File: config.mk
export PLATFORM = sky130hd
export DESIGN_NAME = mem_arbiter
export DESIGN_NICKNAME = d
export VERILOG_FILES = /design/src/rtl/mem_arbiter.sv
export SDC_FILE = /design/constraint.sdc
export NUM_CORES = 1
export LEC_CHECK = 0
export ABC_AREA = 1
export CAP_MARGIN = 20
export CORE_UTILIZATION = 40
export CTS_BUF_LIST = sky130_fd_sc_hd__clkbuf_2
export CTS_CLUSTER_SIZE = 20
export DETAILED_ROUTE_END_ITERATION = 6
export PLACE_DENSITY = 0.86
export SYNTH_ARGS = -nofsm -noshare
export SYNTH_HDL_FRONTEND = slang
export SYNTH_SLANG_ARGS = --single-unit
File: constraint.sdc
create_clock -name clk -period 4.3 [get_ports clk]
set_input_delay 1.29 -clock clk [delete_from_list [all_inputs] [get_ports clk]]
set_output_delay 1.29 -clock clk [all_outputs]
set_load 0.01 [all_outputs]
File: src/rtl/mem_arbiter.sv
// ============================================================================
// mem_arbiter : instruction/data port arbiter onto a single word memory
//               with sub-word store masking, load extension, starve limit.
// Rev 1.0
// ============================================================================
`default_nettype none

module mem_arbiter #(
    parameter int STARVE_LIMIT = 4
) (
    input  logic        clk,
    input  logic        reset_n,
    input  logic        i_req,
    input  logic [31:0] i_addr,
    output logic        i_gnt,
    output logic        i_rvalid,
    output logic [31:0] i_rdata,
    input  logic        d_req,
    input  logic        d_we,
    input  logic        d_unsigned,
    input  logic [1:0]  d_size,
    input  logic [31:0] d_addr,
    input  logic [31:0] d_wdata,
    output logic        d_gnt,
    output logic        d_rvalid,
    output logic        d_err,
    output logic [31:0] d_rdata,
    output logic        mem_we,
    output logic [31:0] mem_a,
    output logic [31:0] mem_wd,
    output logic [3:0]  mem_wm,
    input  logic [31:0] mem_rd
);

    localparam logic [3:0] LIMIT     = 4'(STARVE_LIMIT);
    localparam logic [1:0] SIZE_BYTE = 2'b00;
    localparam logic [1:0] SIZE_HALF = 2'b01;
    localparam logic [1:0] SIZE_WORD = 2'b10;

    logic [3:0]  starve_q, starve_d;
    logic        i_rvalid_q, i_rvalid_d;
    logic [31:0] i_rdata_q, i_rdata_d;
    logic        d_rvalid_q, d_rvalid_d;
    logic        d_err_q, d_err_d;
    logic [31:0] d_rdata_q, d_rdata_d;

    logic        w_i_win;
    logic        w_d_gnt;
    logic        w_i_gnt;
    logic        w_legal;
    logic [7:0]  w_byte;
    logic [15:0] w_half;
    logic [31:0] w_load;

    // Grants are forced low while in reset so nothing reaches memory.
    always_comb begin
        w_i_win = i_req && (starve_q == LIMIT);
        w_d_gnt = reset_n && d_req && !w_i_win;
        w_i_gnt = reset_n && i_req && !w_d_gnt;
    end

    always_comb begin
        w_legal = 1'b0;
        case (d_size)
            SIZE_BYTE: w_legal = 1'b1;
            SIZE_HALF: w_legal = !d_addr[0];
            SIZE_WORD: w_legal = (d_addr[1:0] == 2'b00);
            default:   w_legal = 1'b0;
        endcase
    end

    always_comb begin
        mem_we = 1'b0;
        mem_wm = 4'b0000;
        mem_wd = d_wdata;
        mem_a  = i_addr;
        if (w_d_gnt) begin
            mem_a = d_addr;
            case (d_size)
                SIZE_BYTE: mem_wd = {4{d_wdata[7:0]}};
                SIZE_HALF: mem_wd = {2{d_wdata[15:0]}};
                default:   mem_wd = d_wdata;
            endcase
            if (d_we && w_legal) begin
                mem_we = 1'b1;
                case (d_size)
                    SIZE_BYTE: mem_wm = 4'b0001 << d_addr[1:0];
                    SIZE_HALF: mem_wm = 4'b0011 << d_addr[1:0];
                    default:   mem_wm = 4'b1111;
                endcase
            end
        end
    end

    always_comb begin
        case (d_addr[1:0])
            2'd0:    w_byte = mem_rd[7:0];
            2'd1:    w_byte = mem_rd[15:8];
            2'd2:    w_byte = mem_rd[23:16];
            default: w_byte = mem_rd[31:24];
        endcase
        w_half = d_addr[1] ? mem_rd[31:16] : mem_rd[15:0];
        case (d_size)
            SIZE_BYTE: w_load = {{24{w_byte[7] & !d_unsigned}}, w_byte};
            SIZE_HALF: w_load = {{16{w_half[15] & !d_unsigned}}, w_half};
            default:   w_load = mem_rd;
        endcase
    end

    // Starve counter tracks data grants won while a fetch is waiting.
    always_comb begin
        starve_d = starve_q;
        if (w_i_gnt || !i_req) begin
            starve_d = 4'd0;
        end else if (w_d_gnt && starve_q != LIMIT) begin
            starve_d = starve_q + 4'd1;
        end
    end

    always_comb begin
        i_rvalid_d = w_i_gnt;
        i_rdata_d  = w_i_gnt ? mem_rd : i_rdata_q;
        d_rvalid_d = w_d_gnt;
        d_err_d    = w_d_gnt && !w_legal;
        d_rdata_d  = d_rdata_q;
        if (w_d_gnt) begin
            d_rdata_d = (!d_we && w_legal) ? w_load : 32'd0;
        end
    end

    always_ff @(posedge clk or negedge reset_n) begin
        if (!reset_n) begin
            starve_q   <= 4'd0;
            i_rvalid_q <= 1'b0;
            i_rdata_q  <= 32'd0;
            d_rvalid_q <= 1'b0;
            d_err_q    <= 1'b0;
            d_rdata_q  <= 32'd0;
        end else begin
            starve_q   <= starve_d;
            i_rvalid_q <= i_rvalid_d;
            i_rdata_q  <= i_rdata_d;
            d_rvalid_q <= d_rvalid_d;
            d_err_q    <= d_err_d;
            d_rdata_q  <= d_rdata_d;
        end
    end

    assign i_gnt    = w_i_gnt;
    assign d_gnt    = w_d_gnt;
    assign i_rvalid = i_rvalid_q;
    assign i_rdata  = i_rdata_q;
    assign d_rvalid = d_rvalid_q;
    assign d_err    = d_err_q;
    assign d_rdata  = d_rdata_q;

endmodule

`default_nettype wire
==> results.toml <==
[global_routing]
grt_pass1_vias = 5314
grt_max_degree = 74
grt_first_pass_wirelength_microns = 27200
overflow = 0
antenna_found_initial = 0
track_usage_pct = 30.1

[die]
core.rowCount = 38
core_area_sq_um = 11100
io-pin-count = 274
die_y_microns = 110
initial_core_util_pct = 41.8
die_w_microns = 110
fp.dieArea_sq_um = 12000

[setup_path]
crit_start = "d_size[0]"
slowest_stage = "clkdlybuf4s50_1"
crit_type = "input port to primary output"
r2r-start = "starve_q[0]"
path_delay_family = "buffers and inverters"
ff2ff_path_depth = 9
critPathMaxFanout = 7
crit_path_start_kind = "input port"
endpoint = "mem_wd[28]"
required_ns = 3.01
cp_common_cell = "o21ai_0"
cp.depth = 9
critPathBufInv = 5
crit_path_end_kind = "primary output"
r2r-end = "d_rdata[9]"
critPathArrivalTime_ns = 2.95
critical_path.cell_chain = "clkdlybuf4s50_1 > buf_12 > nor2_8 > buf_4 > nand2_1 > o21ai_0 > inv_1 > o21ai_0 > dlygate4sd2_1"
r2r_slack_ns = 2.46
slowest_delay_ns = 0.45

[clocking]
clkTransAtPathRegs_ns = 0.21
cts_buffers = 9
ctsLongestPathBuffers = 2
clock_tree.root_cell = "clkbuf_2"
postCtsHoldBufs = 0
clk_latency_ns = 0.54
htree_levels = 3
clkSinkCount = 71
cts_tree = "built"

[route]
num_vias = 5497
wl_per_cell_microns = 15.7
viasPerCell = 4.91
firstDrtPassIters = 6
antenna_left = 0
drt-initial-drc-count = 399
route.detailed.drc = 0
drt_wl_total_microns = 17500

[yosys]
synth_top_family_by_area = "simple AND/OR/NAND/NOR gates"
synth-compound-area-share_pct = 13.2
synth-simple-area-share_pct = 37.0
synth_nets = 836
syn_area_per_cell_sq_um = 6.63
ys_warn_count = 0
synth_area_sq_um = 4630
synthMuxAreaShare_pct = 0
yosys.area_share.xor_xnor_pct = 0.189
ys_ff_latch = 71
netlist_instances = 698
synth_cell_type_count = 32
yosysSeqAreaShare_pct = 38.4
yosys.area_share.adder_pct = 0.540

[power_and_ir_drop]
leakage_nw = 3.93
p_per_area_nw_per_um2 = 242
finalPower_mw = 1.86
peakVddDrop_mv = 0.150

[sta]
fmax_ghz = 0.236
max_slew_margin_pct = 40.2
hold_viol = 0
fin_crit_ns = 4.24
fin_crit_sh_pct = 98.6
worst_slew_pin_slew_ns = 0.897
fin_skew_ns = 0.0218
fin_tns_setup_ns = 0
drv_slew = 0
setup_viol = 0
rsz0062_at_grt = "false"

[final_layout]
final_area_sq_um = 7670
fin_util_pct = 69.2
fin_cells = 1119
nFillCells = 962
area_growth_pct = 65.6
nets = 1112
num_antenna_cells = 0
drive_gt1_share_pct = 9.09

[worst_hold_path]
hold_class = "register to register"

[place]
placed_area_sq_um = 7540
port_buffers = 273
place_inst = 1099
dp_hpwl_microns = 13800
gp_congestion = 0.954

[outcome]
status = "finished, final reports clean"

[run]
drv_cap = 0
## worst min-delay path by stage
stage / startpoint / endpoint / slack, ns / cells past startpoint
after floorplan: i_rdata[16] / i_rdata[16] / 0.51 / 2
after global placement: d_rdata[10] / d_rdata[10] / 0.46 / 2
after detailed placement: i_rdata[20] / i_rdata[20] / 0.46 / 2
after CTS: d_rdata[31] / d_rdata[31] / 0.51 / 2
after global routing: d_rdata[26] / d_rdata[26] / 0.53 / 2
final: d_rdata[31] / d_rdata[31] / 0.51 / 2
## registers in the layout (all words and copies together), names as in the netlist
name      count
d_rdata      32
i_rdata      32
starve_q      4
d_err         1
d_rvalid      1
i_rvalid      1
## cell usage in the layout, fill, tap and decap left out, drive strengths merged, types with 3 or more instances in the layout
cell,count
nor2,47
nand2,344
buf,38
dfrtp,71
nor3,3
nand3,20
clkinvlp,4
a21oi,29
dlymetal6s2s,5
o211ai,3
clkdlybuf4s50,209
dlygate4sd2,57
clkbuf,9
inv,51
o22ai,9
o21ai,70
## kinds of logic after synthesis
logic type / count (synthesis)
and+or+nand+nor: 414
AOI/OAI and AO/OA: 114
buffers and inverters: 96
DFF: 71
adders and majority gates: 2
xor gates and xnor gates: 1
## area by class of cell
cell class                      instances  area (sq um)  share of cell area (%)
Timing Repair Buffer                  310          3040                    39.6
Multi-Input combinational cell        532          2380                    31.1
Sequential cell                        71          1780                    23.2
Inverter                               50           200                    2.61
Tap cell                              140           175                    2.28
Clock inverter                          7          48.8                   0.636
Clock buffer                            9          45.0                   0.587
## per-stage QoR
| stage | setup slack [ns] | hold WS (ns) |
|---|---|---|
| floorplan | 0.782 | 0.513 |
| global placement | -0.158 | 0.463 |
| detailed placement | -0.228 | 0.464 |
| CTS | 0.000278 | 0.512 |
| global route | 0.00799 | 0.527 |
| finish | 0.0605 | 0.509 |
## layer usage
layer  GRT usage, %  up-vias  wire length, microns
met3           7.88       54                  1570
met2           52.7      272                  8630
li1               -     2731                     -
met1           34.5     2440                  6620
met5              0        -                     0
met4           13.2        0                   686
## power by group
| group | total [mW] | switching, mW | internal (mW) |
|---|---|---|---|
| registers | 0.784 | 0.0430 | 0.741 |
| clock network | 0.342 | 0.267 | 0.0747 |
| logic | 0.729 | 0.341 | 0.388 |
| total | 1.86 | 0.651 | 1.20 |
## timing repair
| action | 4_1_cts | 5_1_grt |
|---|---|---|
| setup endpoints to repair | 61 | 6 |
| gates cloned | 2 | 0 |
| pin swaps | 1 | 0 |
| buffers inserted | 2 | 0 |
| hold endpoints to repair | 0 | 0 |
| gates resized for setup | 65 | 8 |
## worst min-delay path, delay by kind of cell (launching register included)
kind / cells / cell delay [ns]
flops: 1 / 0.39
simple gates: 2 / 0.10
## Yosys cell counts
cell type | count | share of area [%]
buf_1 | 4 | 0.32
nand2_1 | 328 | 27
inv_1 | 43 | 3.5
dfrtp_1 | 71 | 38
o21ai_0 | 69 | 7.5
nand2_4 | 2 | 0.49
a21oi_1 | 28 | 3.0
nor2_1 | 44 | 3.6
a21oi_4 | 1 | 0.35
nor2_4 | 2 | 0.49
nand3_2 | 2 | 0.43
ha_1 | 2 | 0.54
inv_6 | 1 | 0.19
nand3_4 | 3 | 1.1
nand3_1 | 15 | 1.6
clkbuf_1 | 7 | 0.57
buf_2 | 16 | 1.7
buf_4 | 10 | 1.6
nand2_2 | 13 | 1.8
o22ai_1 | 9 | 1.2
o21ai_2 | 1 | 0.19
a22oi_1 | 2 | 0.32
nor2_8 | 1 | 0.43
inv_4 | 1 | 0.14
xor2_1 | 1 | 0.19
buf_6 | 8 | 1.9
inv_2 | 5 | 0.41
nor3_1 | 3 | 0.32
o211ai_1 | 3 | 0.49
nand4_1 | 1 | 0.14
a211oi_1 | 1 | 0.16
buf_8 | 1 | 0.32
No activity file was read; power rests on OpenSTA's default activity.
